`src/rtl/sound_pkg.sv`:
```
// Shared types and default sizing for the sound blocks (crash writer, bang generator).
package sound_pkg;

  localparam int CRSH_W = 4;
  typedef logic [CRSH_W-1:0] crsh_t;

  localparam int CRSH_FIFO_DEPTH = 4;
  localparam int CRSH_HOLD_TICKS = 1;

endpackage

```
`src/rtl/crsh_writer_if.sv`:
```
// CPU-side write port and status of the crash writer; master is the CPU/decoder side.
interface crsh_writer_if
  import sound_pkg::*;
#(
  parameter int DEPTH = CRSH_FIFO_DEPTH
);

  logic                     wr_en;
  crsh_t                    wr_data;
  logic                     ovf_clr;
  crsh_t                    crsh;
  logic                     fifo_empty;
  logic                     fifo_full;
  logic                     overflow;
  logic [$clog2(DEPTH):0]   level;

  modport master (
    output wr_en, wr_data, ovf_clr,
    input  crsh, fifo_empty, fifo_full, overflow, level
  );

  modport slave (
    input  wr_en, wr_data, ovf_clr,
    output crsh, fifo_empty, fifo_full, overflow, level
  );

endinterface

```
`src/rtl/crsh_fifo.sv`:
```
// Circular queue of crash values; a write while full with no pop replaces the newest entry.
module crsh_fifo
  import sound_pkg::*;
#(
  parameter int DEPTH = CRSH_FIFO_DEPTH
) (
  input  logic                   clk,
  input  logic                   reset,
  input  logic                   push,
  input  logic                   pop,
  input  crsh_t                  wr_data,
  output crsh_t                  rd_data,
  output logic [$clog2(DEPTH):0] level,
  output logic                   full,
  output logic                   empty,
  output logic                   ovf_event
);

  localparam int AW = $clog2(DEPTH);
  localparam int LW = AW + 1;

  crsh_t           mem [DEPTH];
  logic [AW-1:0]   wr_ptr;
  logic [AW-1:0]   rd_ptr;
  logic            do_push;
  logic            do_pop;

  assign full    = (level == LW'(DEPTH));
  assign empty   = (level == '0);
  assign rd_data = mem[rd_ptr];

  // A pop on the same edge frees a slot, so a write to a full queue is then a normal push.
  assign do_pop    = pop && !empty;
  assign do_push   = push && (!full || do_pop);
  assign ovf_event = push && full && !do_pop;

  always_ff @(posedge clk or posedge reset) begin
    if (reset) begin
      wr_ptr <= '0;
      rd_ptr <= '0;
      level  <= '0;
      for (int i = 0; i < DEPTH; i++) mem[i] <= '0;
    end else begin
      if (do_push) begin
        mem[wr_ptr] <= wr_data;
        wr_ptr      <= wr_ptr + 1'b1;
      end else if (ovf_event) begin
        mem[wr_ptr - 1'b1] <= wr_data;
      end
      if (do_pop) rd_ptr <= rd_ptr + 1'b1;
      case ({do_push, do_pop})
        2'b10:   level <= level + 1'b1;
        2'b01:   level <= level - 1'b1;
        default: level <= level;
      endcase
    end
  end

endmodule

```
`src/rtl/crsh_writer.sv`:
```
// Queues CPU crash writes and presents one per eligible 48 kHz tick, each held HOLD_TICKS ticks.
module crsh_writer
  import sound_pkg::*;
#(
  parameter int DEPTH      = CRSH_FIFO_DEPTH,
  parameter int HOLD_TICKS = CRSH_HOLD_TICKS
) (
  input  logic         clk,
  input  logic         reset,
  input  logic         clk_en_48KHz,
  crsh_writer_if.slave bus
);

  crsh_t                   rd_data;
  crsh_t                   crsh_q;
  logic [7:0]              hold_cnt;
  logic                    overflow_q;
  logic                    ovf_event;
  logic                    fifo_empty;
  logic                    fifo_full;
  logic [$clog2(DEPTH):0]  fifo_level;
  logic                    pop;

  // Only registered fifo state is used here, so a write can never reach crsh on its own edge.
  assign pop = clk_en_48KHz && (hold_cnt == 8'd0) && !fifo_empty;

  crsh_fifo #(.DEPTH(DEPTH)) u_fifo (
    .clk       (clk),
    .reset     (reset),
    .push      (bus.wr_en),
    .pop       (pop),
    .wr_data   (bus.wr_data),
    .rd_data   (rd_data),
    .level     (fifo_level),
    .full      (fifo_full),
    .empty     (fifo_empty),
    .ovf_event (ovf_event)
  );

  always_ff @(posedge clk or posedge reset) begin
    if (reset) begin
      crsh_q   <= '0;
      hold_cnt <= 8'd0;
    end else if (pop) begin
      crsh_q   <= rd_data;
      hold_cnt <= 8'(HOLD_TICKS - 1);
    end else if (clk_en_48KHz && hold_cnt != 8'd0) begin
      hold_cnt <= hold_cnt - 8'd1;
    end
  end

  always_ff @(posedge clk or posedge reset) begin
    if (reset)             overflow_q <= 1'b0;
    else if (ovf_event)    overflow_q <= 1'b1;
    else if (bus.ovf_clr)  overflow_q <= 1'b0;
  end

  assign bus.crsh       = crsh_q;
  assign bus.overflow   = overflow_q;
  assign bus.fifo_empty = fifo_empty;
  assign bus.fifo_full  = fifo_full;
  assign bus.level      = fifo_level;

endmodule

```
`src/flat_wrapper.sv`:
```
// flat-port wrapper written by rule: the top's interface ports become plain ports
module crsh_writer_flat import sound_pkg::*;
#(
  parameter int DEPTH      = CRSH_FIFO_DEPTH,
  parameter int HOLD_TICKS = CRSH_HOLD_TICKS
)
  (clk, reset, clk_en_48KHz, bus_wr_en, bus_wr_data, bus_ovf_clr, bus_crsh, bus_fifo_empty, bus_fifo_full, bus_overflow, bus_level);
  crsh_writer_if #(.DEPTH(DEPTH)) bus_i ();
  input  logic clk;
  input  logic reset;
  input  logic clk_en_48KHz;
  input wire logic [$bits(bus_i.wr_en)-1:0] bus_wr_en;
  input wire logic [$bits(bus_i.wr_data)-1:0] bus_wr_data;
  input wire logic [$bits(bus_i.ovf_clr)-1:0] bus_ovf_clr;
  output wire logic [$bits(bus_i.crsh)-1:0] bus_crsh;
  output wire logic [$bits(bus_i.fifo_empty)-1:0] bus_fifo_empty;
  output wire logic [$bits(bus_i.fifo_full)-1:0] bus_fifo_full;
  output wire logic [$bits(bus_i.overflow)-1:0] bus_overflow;
  output wire logic [$bits(bus_i.level)-1:0] bus_level;
  assign bus_i.wr_en = bus_wr_en;
  assign bus_i.wr_data = bus_wr_data;
  assign bus_i.ovf_clr = bus_ovf_clr;
  assign bus_crsh = bus_i.crsh;
  assign bus_fifo_empty = bus_i.fifo_empty;
  assign bus_fifo_full = bus_i.fifo_full;
  assign bus_overflow = bus_i.overflow;
  assign bus_level = bus_i.level;
  crsh_writer #(.DEPTH(DEPTH), .HOLD_TICKS(HOLD_TICKS)) u_core (.clk(clk), .reset(reset), .clk_en_48KHz(clk_en_48KHz), .bus(bus_i));
endmodule
```
`config.mk`:
```
export PLATFORM = sky130hd
export DESIGN_NAME = crsh_writer_flat
export DESIGN_NICKNAME = d
export VERILOG_FILES = /design/src/rtl/sound_pkg.sv /design/src/rtl/crsh_writer_if.sv /design/src/rtl/crsh_fifo.sv /design/src/rtl/crsh_writer.sv /design/src/flat_wrapper.sv
export SDC_FILE = /design/constraint.sdc
export NUM_CORES = 1
export LEC_CHECK = 0
export BUFFER_PORTS_ARGS = -buffer_cell sky130_fd_sc_hd__buf_2
export CAP_MARGIN = 20
export CORE_ASPECT_RATIO = 0.8
export CORE_MARGIN = 2
export CORE_UTILIZATION = 50
export DETAILED_ROUTE_END_ITERATION = 16
export MAX_ROUTING_LAYER = met4
export PLACE_DENSITY = 0.73
export SYNTH_ARGS = -nofsm -noshare
export SYNTH_HDL_FRONTEND = slang
export SYNTH_SLANG_ARGS = --single-unit
```
`constraint.sdc`:
```
create_clock -name clk -period 2.7 [get_ports clk]
set_input_delay 0.54 -clock clk [delete_from_list [all_inputs] [get_ports clk]]
set_output_delay 0.54 -clock clk [all_outputs]
set_load 0.02 [all_outputs]
```
---- Word level (Yosys, flattened, before mapping) ----
Cells that the tools add are included.
cells by class
  divide/modulo/power cells ............... 0
  muxes and demuxes ....................... 16
  shifts and indexed selects .............. 0
  eq/ne operators ......................... 3
  bitwise operators ....................... 3
  $lt $le $gt $ge ......................... 5
  reductions and logical operators ........ 20
  add/sub/neg operators ................... 6
  multiply operators ...................... 0
operators with widths
  operator             number
  $bwmux 16            2
  $mux 16              2
  $demux 4 s2          2
  $mux 4               4
  $mux 8               2
  $ge 3x3->1 const B   3
  $logic_and 1x1->1    9
  $not 2->3            3
  $bmux 4 s2           1
  $logic_not 8->1      1
  $reduce_bool 2->1    4
  $reduce_bool 8->1    1
  $sub 8x1->8 const B  1
  $lt 3x1->1 const B   2
  $pmux 3 s2           1
  $add 2x1->2 const B  2
  $add 3x1->3 const B  1
  $eq 3x3->1 const B   1
  $logic_not 1->1      3
  $logic_not 3->1      1
  $sub 3x1->3 const B  1
  $eq 2x1->1 const B   1
  $eq 2x2->1 const B   1
  $mux 1               2
  2 further kinds      2
word-level totals
  bits of input ports ..................... 9
  ROM bits ................................ 0
  register bits after elaboration ......... 36
  output and inout port bits .............. 10
  memories ................................ 0
  bits in writable memories ............... 0
  word-level logic and storage cells ...... 63
  bits in latches ......................... 0

---- Depth between registers and ports, before layout ----
Gate-level depths: netlist (run 1).
  depth in word-level cells ............... 9
  depth in mapped cells ................... 12
  depth with buffers taken out ............ 11

---- Cells and area by module ----
Synthesis (run 1) repeated with hierarchy kept, for this count alone.
second synthesis, totals
  cells, all modules ...................... 138
  area total of the unflattened synthesis .. 1,816.7 um^2
by module, submodules not included
  module       seq. area each (um^2)  area an instance (um^2)  times used  cells each
  crsh_fifo    575.6                  1,179.9                  1           84
  crsh_writer  325.3                  636.9                    1           54

---- Worst setup path before layout (run 1) ----
OpenSTA, ideal clock, no wires.
  kind .................................... register to register
  from .................................... register u_core.hold_cnt[0]
  to ...................................... register u_core.u_fifo.level[2]
  stages on the path, launching flop included .. 13
  clock period less this slack ............ 2.897 ns
  path slack .............................. -0.197 ns
  required time ........................... 2.620 ns
  path buffers ............................ 1
  arrival ................................. 2.817 ns
  library setup time ...................... 0.080 ns
  path through ............................ dfrtp_1 -> inv_1 -> ha_1 -> or4b_4 -> or4_1 -> buf_2 -> inv_2 -> ha_1 -> inv_1 -> fa_1 -> xor2_1 -> nor2_1 -> xor2_1
between the ends
  cells in the longest elaborated chain, start to end .. 8
  elaborated cells on any way between the ends .. 10
  classes of those cells .................. eq/ne: 2; mux: 1; reduce/logical: 7
ends and longest elaborated chain
  element                                          RTL line           text
  start, declared                                  crsh_writer.sv:16  logic [7:0] hold_cnt;
  start signal, assigned                           crsh_writer.sv:46  hold_cnt <= 8'(HOLD_TICKS - 1);
  start signal, assigned                           crsh_writer.sv:48  hold_cnt <= hold_cnt - 8'd1;
  $logic_not 8->1 *                                crsh_writer.sv:25  assign pop = clk_en_48KHz && (hold_cnt == 8'd0) && !fifo_empty;
  $logic_and 1x1->1 * (2 in series)                crsh_writer.sv:25
  $logic_and 1x1->1 *                              crsh_fifo.sv:33    assign do_pop = pop && !empty;
  net u_core.u_fifo.do_pop                         crsh_fifo.sv:26    logic do_pop;
  $logic_or 1x1->1                                 crsh_fifo.sv:34    assign do_push = push && (!full || do_pop);
  $logic_and 1x1->1                                crsh_fifo.sv:34
  $eq 2x1->1 or $eq 2x2->1 (tied branches)         crsh_fifo.sv:51    case ({do_push, do_pop})
  $pmux 3 s2 or $reduce_bool 2->1 (tied branches)  --
  end signal, assigned                             crsh_fifo.sv:52    2'b10: level <= level + 1'b1;
  end signal, assigned                             crsh_fifo.sv:53    2'b01: level <= level - 1'b1;
  end signal, assigned                             crsh_fifo.sv:54    default: level <= level;
  end, declared                                    crsh_fifo.sv:13    output logic [$clog2(DEPTH):0] level,
The timed path passes the listed nets; every way through them passes the cells marked *.
A chain may end at the register's enable or synchronous reset.

---- Worst setup path in the final report (run 1) ----
Same ends and word-level chain as after synthesis.

==> key figures, run 1 <==
Setup path
  • Cells along the critical path: inv_2 > ha_4 > or4b_4 > or4_4 > clkinv_4 > ha_4 > inv_2 > fa_2 > xor2_1 > nor2_1 > xor2_1
  • WP data arrival: 2.88 ns
  • Crit start category: flip-flop
  • Critical-path top delay cell: or4_4
  • CP required: 2.91 ns
  • CP Class: flip-flop to flip-flop
  • Crit path largest cell delay: 0.52 ns
  • Worst Setup End Kind: flip-flop
  • CP max FO: 2

Clocking
  • Sink Count: 36
  • CTS clk-pin slew, worst paths: 0.07 ns
  • Clock buffer count from CTS: 5
  • CTS Hold Bufs: 0
  • CTS Buffer Depth: 2
  • Worst-Skew Late Latency: between 0.2 and 0.3 ns
  • CTS tree: done
  • H-tree Lvls: 2
  • Clk Tree Root Cell: clkbuf_8

Route
  • Post-detailed-route count of antenna-violating nets: 0
  • DR DRC count: 0
  • WL/cell: between 15 and 20 microns
  • Via density per instance: 5.33
  • Total routed wirelength: around 3400 microns
  • Via count: between 1000 and 1500
  • DR top layer: met4
  • Starting DRC count in detailed routing: between 60 and 70
  • DRT met1 WL: between 1500 and 2000 microns
  • Met2 Wirelength: ~1700 microns
  • 1st-pass router iterations: 4
  • Metal3 WL: 134 microns

GRT
  • Congestion Overflow GR: 0
  • Number of global-route vias before repair: 1253
  • First-pass GRT wire length: 5930 microns
  • Initial antenna violation count: 0
  • GRT Total Usage: 0.207
  • Largest net degree at the start of global routing: 37

Power and ir drop
  • P_sw: about 730 uW
  • VDD IR-drop max: between 0.0005 and 0.0006 V
  • Pleak: 1.03 nW
  • Flop pwr share: 0.437
  • Switching Share: 0.342
  • Logic pwr share: 0.398
  • P per Cell Area: just over 1000 nW/um^2
  • Clock share of power: 0.165
  • Int Pwr: ~1.4 mW

Synthesis
  • Seq/Total Area, Yosys: 0.511
  • Mapped cell area: about 1800 sq um
  • Yosys warns: 0
  • Cells after Synth: approximately 140
  • Post-Syn Nets: approximately 160
  • Yosys reg bits: 36
  • Count of different cell masters after synthesis: 27
  • Syn_area_per_cell: between 10 and 15 sq um

Finish
  • Fraction of layout cells with a size suffix above 1: 0.432
  • # diodes: 0
  • Commonest non-fill, non-tap cell in the layout: dfrtp_1
  • Area growth syn-to-layout: 20.6%
  • Fin util: 0.625
  • Leading cell types in the layout, fill and taps excluded: dfrtp_1 (36), mux2_2 (21), buf_2 (18), buf_4 (16), nand2_1 (13)
  • Non-Filler Instances: about 220
  • Post-layout nets: between 150 and 200

Floorplanning
  • I/O pin count: 19
  • Initial Util: 0.519
  • Core Region: between 3000 and 4000 sq um
  • DIE WIDTH: between 70 and 80 microns
  • Die area: approximately 4000 sq um
  • Rows: 19
  • Die Y: 57.1 microns

Min path
  • Hold Crit Class: primary input to async pin

Placed design
  • HPWL after DPL: between 2000 and 2500 microns
  • Placed cell count: 208
  • Routability cong.: approximately 0.76
  • # port buffers: 18

Timing
  • Max Clk Rate: 374 MHz
  • Worst-margin pin slew: around 0.44 ns
  • Hold Fails Final Rpt: 0
  • Worst clock skew: 0.00463 ns
  • Fin Setup TNS: 0 ns
  • Period utilization: 0.991
  • RSZ-0062 raised after global routing: yes
  • Slew Viols, Final: 0
  • Final hold slack: roughly 0.35 ns
  • Fin crit period: 2.67 ns
  • Worst rel slew slack: 0.703
  • Final setup violation count: 0

Flow run
  • MaxCap Viol Count: 0

Run status
  • Outcome: complete, no violations
[synthesized netlist by cell type]
cell type   n  area share
a21oi_1     1      0.0028
buf_1       1      0.0021
buf_2       2      0.0057
dfrtp_1    36        0.51
fa_1        1       0.011
ha_1        9       0.064
inv_1      12       0.026
inv_2       1      0.0021
mux2_2     21        0.13
mux2i_1     5       0.028
mux4_2      4       0.051
nand2_1    13       0.028
nand3_1     3      0.0085
nor2_1      3      0.0064
nor2b_1     1      0.0036
nor3_1      2      0.0057
nor3b_1     1      0.0043
nor4_1      2      0.0071
o21ai_0     4       0.011
o22ai_1     1      0.0036
o31ai_4     1       0.012
o41ai_1     1      0.0050
or3b_2      1      0.0050
or4_1       1      0.0043
or4b_4      1      0.0078
xnor2_1     6       0.030
xor2_1      4       0.020
[final cells by class]
cell class / instances / area [sq um]
Clock buffer: 6 / 72.6
Clock inverter: 1 / 5.00
Fill cell: 269 / 1270
Inverter: 13 / 53.8
Multi-Input combinational cell: 86 / 831
Sequential cell: 36 / 901
Tap cell: 42 / 52.6
Timing Repair Buffer: 34 / 210
[final timing paths]
check / start / depth (start not counted) / endpoint / slack [ns]
max: u_core.hold_cnt[0] / 11 / u_core.u_fifo.level[2] / 0.03
min: reset / 3 / u_core.u_fifo.level[1] / 0.35
max reg2reg: u_core.hold_cnt[0] / 11 / u_core.u_fifo.level[2] / 0.03
min reg2reg: u_core.bus.crsh[0] / 2 / u_core.bus.crsh[0] / 0.49
max in group asynchronous: reset / 3 / u_core.bus.crsh[1] / 2.04
min in group clk: bus_ovf_clr / 2 / u_core.bus.overflow / 0.44
[worst max-delay path: cells and delay by family (launching register included)]
family                   cells  cell delay (ns)
XOR/XNOR                     2             0.30
adder cells (fa/ha/maj)      3             0.58
buffers and inverters        3             0.19
flip-flops                   1             0.40
AND/OR/NAND/NOR              3             1.11
[stage by stage]
step	worst slack (ns)	cell area [sq um]	power, mW
final	0.0250	2130	2.14
after global routing	-0.131	2130	2.31
after CTS	0.00380	2120	2.17
after detailed placement	-0.0429	2010	1.81
after global placement	0.0153	2010	1.75
after floorplan	-0.0652	1790	1.55
[flip-flops by register name (all words and copies together), names as in the netlist]
name	flops
u_core.u_fifo.mem	16
u_core.u_fifo.wr_ptr	2
u_core.bus.crsh	4
u_core.hold_cnt	8
u_core.u_fifo.level	3
u_core.bus.overflow	1
u_core.u_fifo.rd_ptr	2
[kinds of logic (layout without fill, tap and decap cells)]
logic type,count (synthesis),after routing,share of synthesized area
compound gates,8,8,0.0348
flops,36,36,0.511
xor+xnor,10,10,0.0497
simple gates,28,28,0.0802
buf+inv,16,54,0.0355
mux,30,30,0.214
fa+ha+maj,10,10,0.0752
[per-layer routing]
metal,vias to the layer above,track usage
met5,-,-
met2,25,0.311
met3,8,0.0866
li1,547,-
met4,0,0.102
met1,581,0.242
[power groups by stage]
| stage | logic, mW | clock network, mW | registers, mW |
|---|---|---|---|
| 2_1_floorplan | 0.602 | 0 | 0.944 |
| 3_3_place_gp | 0.831 | 0 | 0.920 |
| 3_5_place_dp | 0.865 | 0 | 0.943 |
| 4_1_cts | 0.869 | 0.368 | 0.935 |
| 5_1_grt | 0.944 | 0.394 | 0.967 |
| 6_report | 0.853 | 0.353 | 0.935 |
[repair_timing]
action	in CTS	in global routing
pin swaps	2	4
resized for setup	5	1
setup buffers	2	1
setup endpoints to repair	1	1
Power figures use the tool's default switching activity.
==> inputs of run 2 (changes only) <==
Settings changed: PLACE_DENSITY 0.73 to 0.72.
==> run 2 against run 1 <==
  * Via count grew 0.60%
  * Critical path depth is the same
  * Hold slack lost 0.00087 ns
  * Register-to-register slack gained 0.03 ns
  * Critical path type unchanged
  * Die area is the same
==> key figures, run 2 (synthesized netlist as in run 1, its figures left out) <==
Run status
  • Outcome: complete, no violations

Finish
  • Commonest non-fill, non-tap cell in the layout: dfrtp_1
  • Leading cell types in the layout, fill and taps excluded: dfrtp_1 (36), mux2_2 (21), buf_4 (19), buf_2 (18), nand2_1 (13)
  • Max reg flops: 16
  • Post-layout nets: between 150 and 200
  • Fraction of layout cells with a size suffix above 1: 0.444
  • Fin util: 0.641
  • # diodes: 0
  • Top reg by flops: u_core.u_fifo.mem
  • Area growth syn-to-layout: 23.6%
  • Fin area: about 2200 sq um

Setup path
  • CP max FO: 2
  • CP required: roughly 2.9 ns
  • CP Class: flip-flop to flip-flop
  • WP data arrival: approximately 2.9 ns
  • Worst Setup End Kind: flip-flop
  • Crit start category: flip-flop

Timing
  • Period utilization: 0.980
  • Worst-margin pin slew: between 0.4 and 0.5 ns
  • Fin crit period: 2.65 ns
  • Worst rel slew slack: 0.704
  • Max Clk Rate: approximately 380 MHz
  • Final setup violation count: 0
  • Slew Viols, Final: 0
  • Worst clock skew: between 0.004 and 0.005 ns
  • RSZ-0062 raised after global routing: yes
  • Final hold slack: around 0.35 ns
  • Final worst slack: 0.0549 ns
  • Hold Fails Final Rpt: 0

Clocking
  • CTS Buffer Depth: 2
  • Clock buffer count from CTS: 5
  • Clk Tree Root Cell: clkbuf_8
  • Sink Count: 36
  • CTS tree: done
  • CTS clk-pin slew, worst paths: ~0.070 ns
  • CTS Hold Bufs: 0
  • Worst-Skew Late Latency: approximately 0.28 ns
  • H-tree Lvls: 2

Power and ir drop
  • Logic pwr share: 0.386
  • P per Cell Area: 1040 nW/um^2
  • Flop pwr share: 0.411
  • Total Power: between 2 and 2.5 mW
  • Switching Share: 0.327
  • VDD IR-drop max: ~0.00057 V
  • Clock share of power: 0.203
  • Pleak: about 1.1 nW
  • P_sw: between 700 and 800 uW
  • Int Pwr: 1.52 mW

Route
  • 1st-pass router iterations: 4
  • DR DRC count: 0
  • Via count: ~1200
  • Total routed wirelength: 3230 microns
  • Starting DRC count in detailed routing: 43
  • WL/cell: ~15 microns
  • Via density per instance: 5.26
  • Post-detailed-route count of antenna-violating nets: 0

GRT
  • Number of global-route vias before repair: between 1000 and 1500
  • First-pass GRT wire length: around 5600 microns
  • Largest net degree at the start of global routing: 37
  • GRT Total Usage: 0.190
  • Initial antenna violation count: 0
  • Congestion Overflow GR: 0

Placed design
  • HPWL after DPL: approximately 2400 microns
  • # port buffers: 18
  • Setup slack at placement: -0.0572 ns
  • Placed Area: a little over 2000 sq um
  • Routability cong.: roughly 0.83

Floorplanning
  • DIE WIDTH: 70.4 microns
  • Die Y: 57.1 microns
  • Initial Util: 0.519
  • I/O pin count: 19
  • Die area: about 4000 sq um
  • Rows: 19
  • Core Region: 3400 sq um

Min path
  • Hold Crit Class: primary input to async pin

Flow run
  • MaxCap Viol Count: 0
[run 2: changes by cell type in the layout (fill, tap and decap cells not counted), sizes merged]
| cell | previous run | this run |
|---|---|---|
| bufinv | 0 | 1 |
| buf | 34 | 37 |
[run 2: power groups by stage]
stage	Clock, mW	Sequential (mW)	Combinational (mW)
3_3_place_gp	0	0.915	0.825
5_1_grt	0.505	0.960	0.961
6_report	0.459	0.930	0.873
4_1_cts	0.471	0.932	0.881
2_1_floorplan	0	0.944	0.602
3_5_place_dp	0	0.941	0.870
[run 2: worst max-delay path, cell delays in order (launching register included)]
cell	delay, ns
dfrtp_1	0.39
inv_2	0.08
ha_4	0.13
or4b_4	0.45
or4_4	0.52
clkinv_4	0.07
ha_4	0.13
inv_2	0.04
fa_2	0.33
xor2_1	0.16
nor2_1	0.12
xor2_1	0.14
[run 2: final cells by class]
| type | count | area, sq um |
|---|---|---|
| fill | 272 | 1220 |
| multi-input combinational | 86 | 831 |
| inverter | 13 | 53.8 |
| sequential | 36 | 901 |
| timing repair buffer | 37 | 233 |
| clock inverter | 2 | 35.0 |
| clock buffer | 6 | 72.6 |
| tap | 42 | 52.6 |
[run 2: what timing repair did]
| action | CTS | global route |
|---|---|---|
| resized for setup | 5 | 1 |
| buffers inserted | 3 | 3 |
| endpoints found under the setup margin | 1 | 1 |
| pin swaps | 5 | 6 |
[run 2: per-layer routing]
metal | vias up | track usage | wire, microns
met5 | - | - | 0
li1 | 556 | - | -
met4 | 0 | 0.0577 | 0
met2 | 25 | 0.315 | 1630
met1 | 587 | 0.229 | 1470
met3 | 0 | 0.0530 | 127
[run 2: worst paths after layout]
path                                    startpoint                      end  slack [ns]  depth (start not counted)
worst min register to register  u_core.bus.crsh[0]       u_core.bus.crsh[0]        0.49                          2
max in group asynchronous                    reset  u_core.u_fifo.rd_ptr[1]        2.04                          3
worst max-delay path            u_core.hold_cnt[0]   u_core.u_fifo.level[2]        0.05                         11
worst min-delay path                         reset      u_core.bus.overflow        0.35                          3
worst max register to register  u_core.hold_cnt[0]   u_core.u_fifo.level[2]        0.05                         11
min in group clk                       bus_ovf_clr      u_core.bus.overflow        0.44                          2
[run 2: metrics by stage]
step	TNS, ns	instances
2_1_floorplan	-0.0652	138
3_3_place_gp	0	208
3_5_place_dp	-0.0572	208
4_1_cts	0	219
5_1_grt	-0.0370	222
6_report	0	222
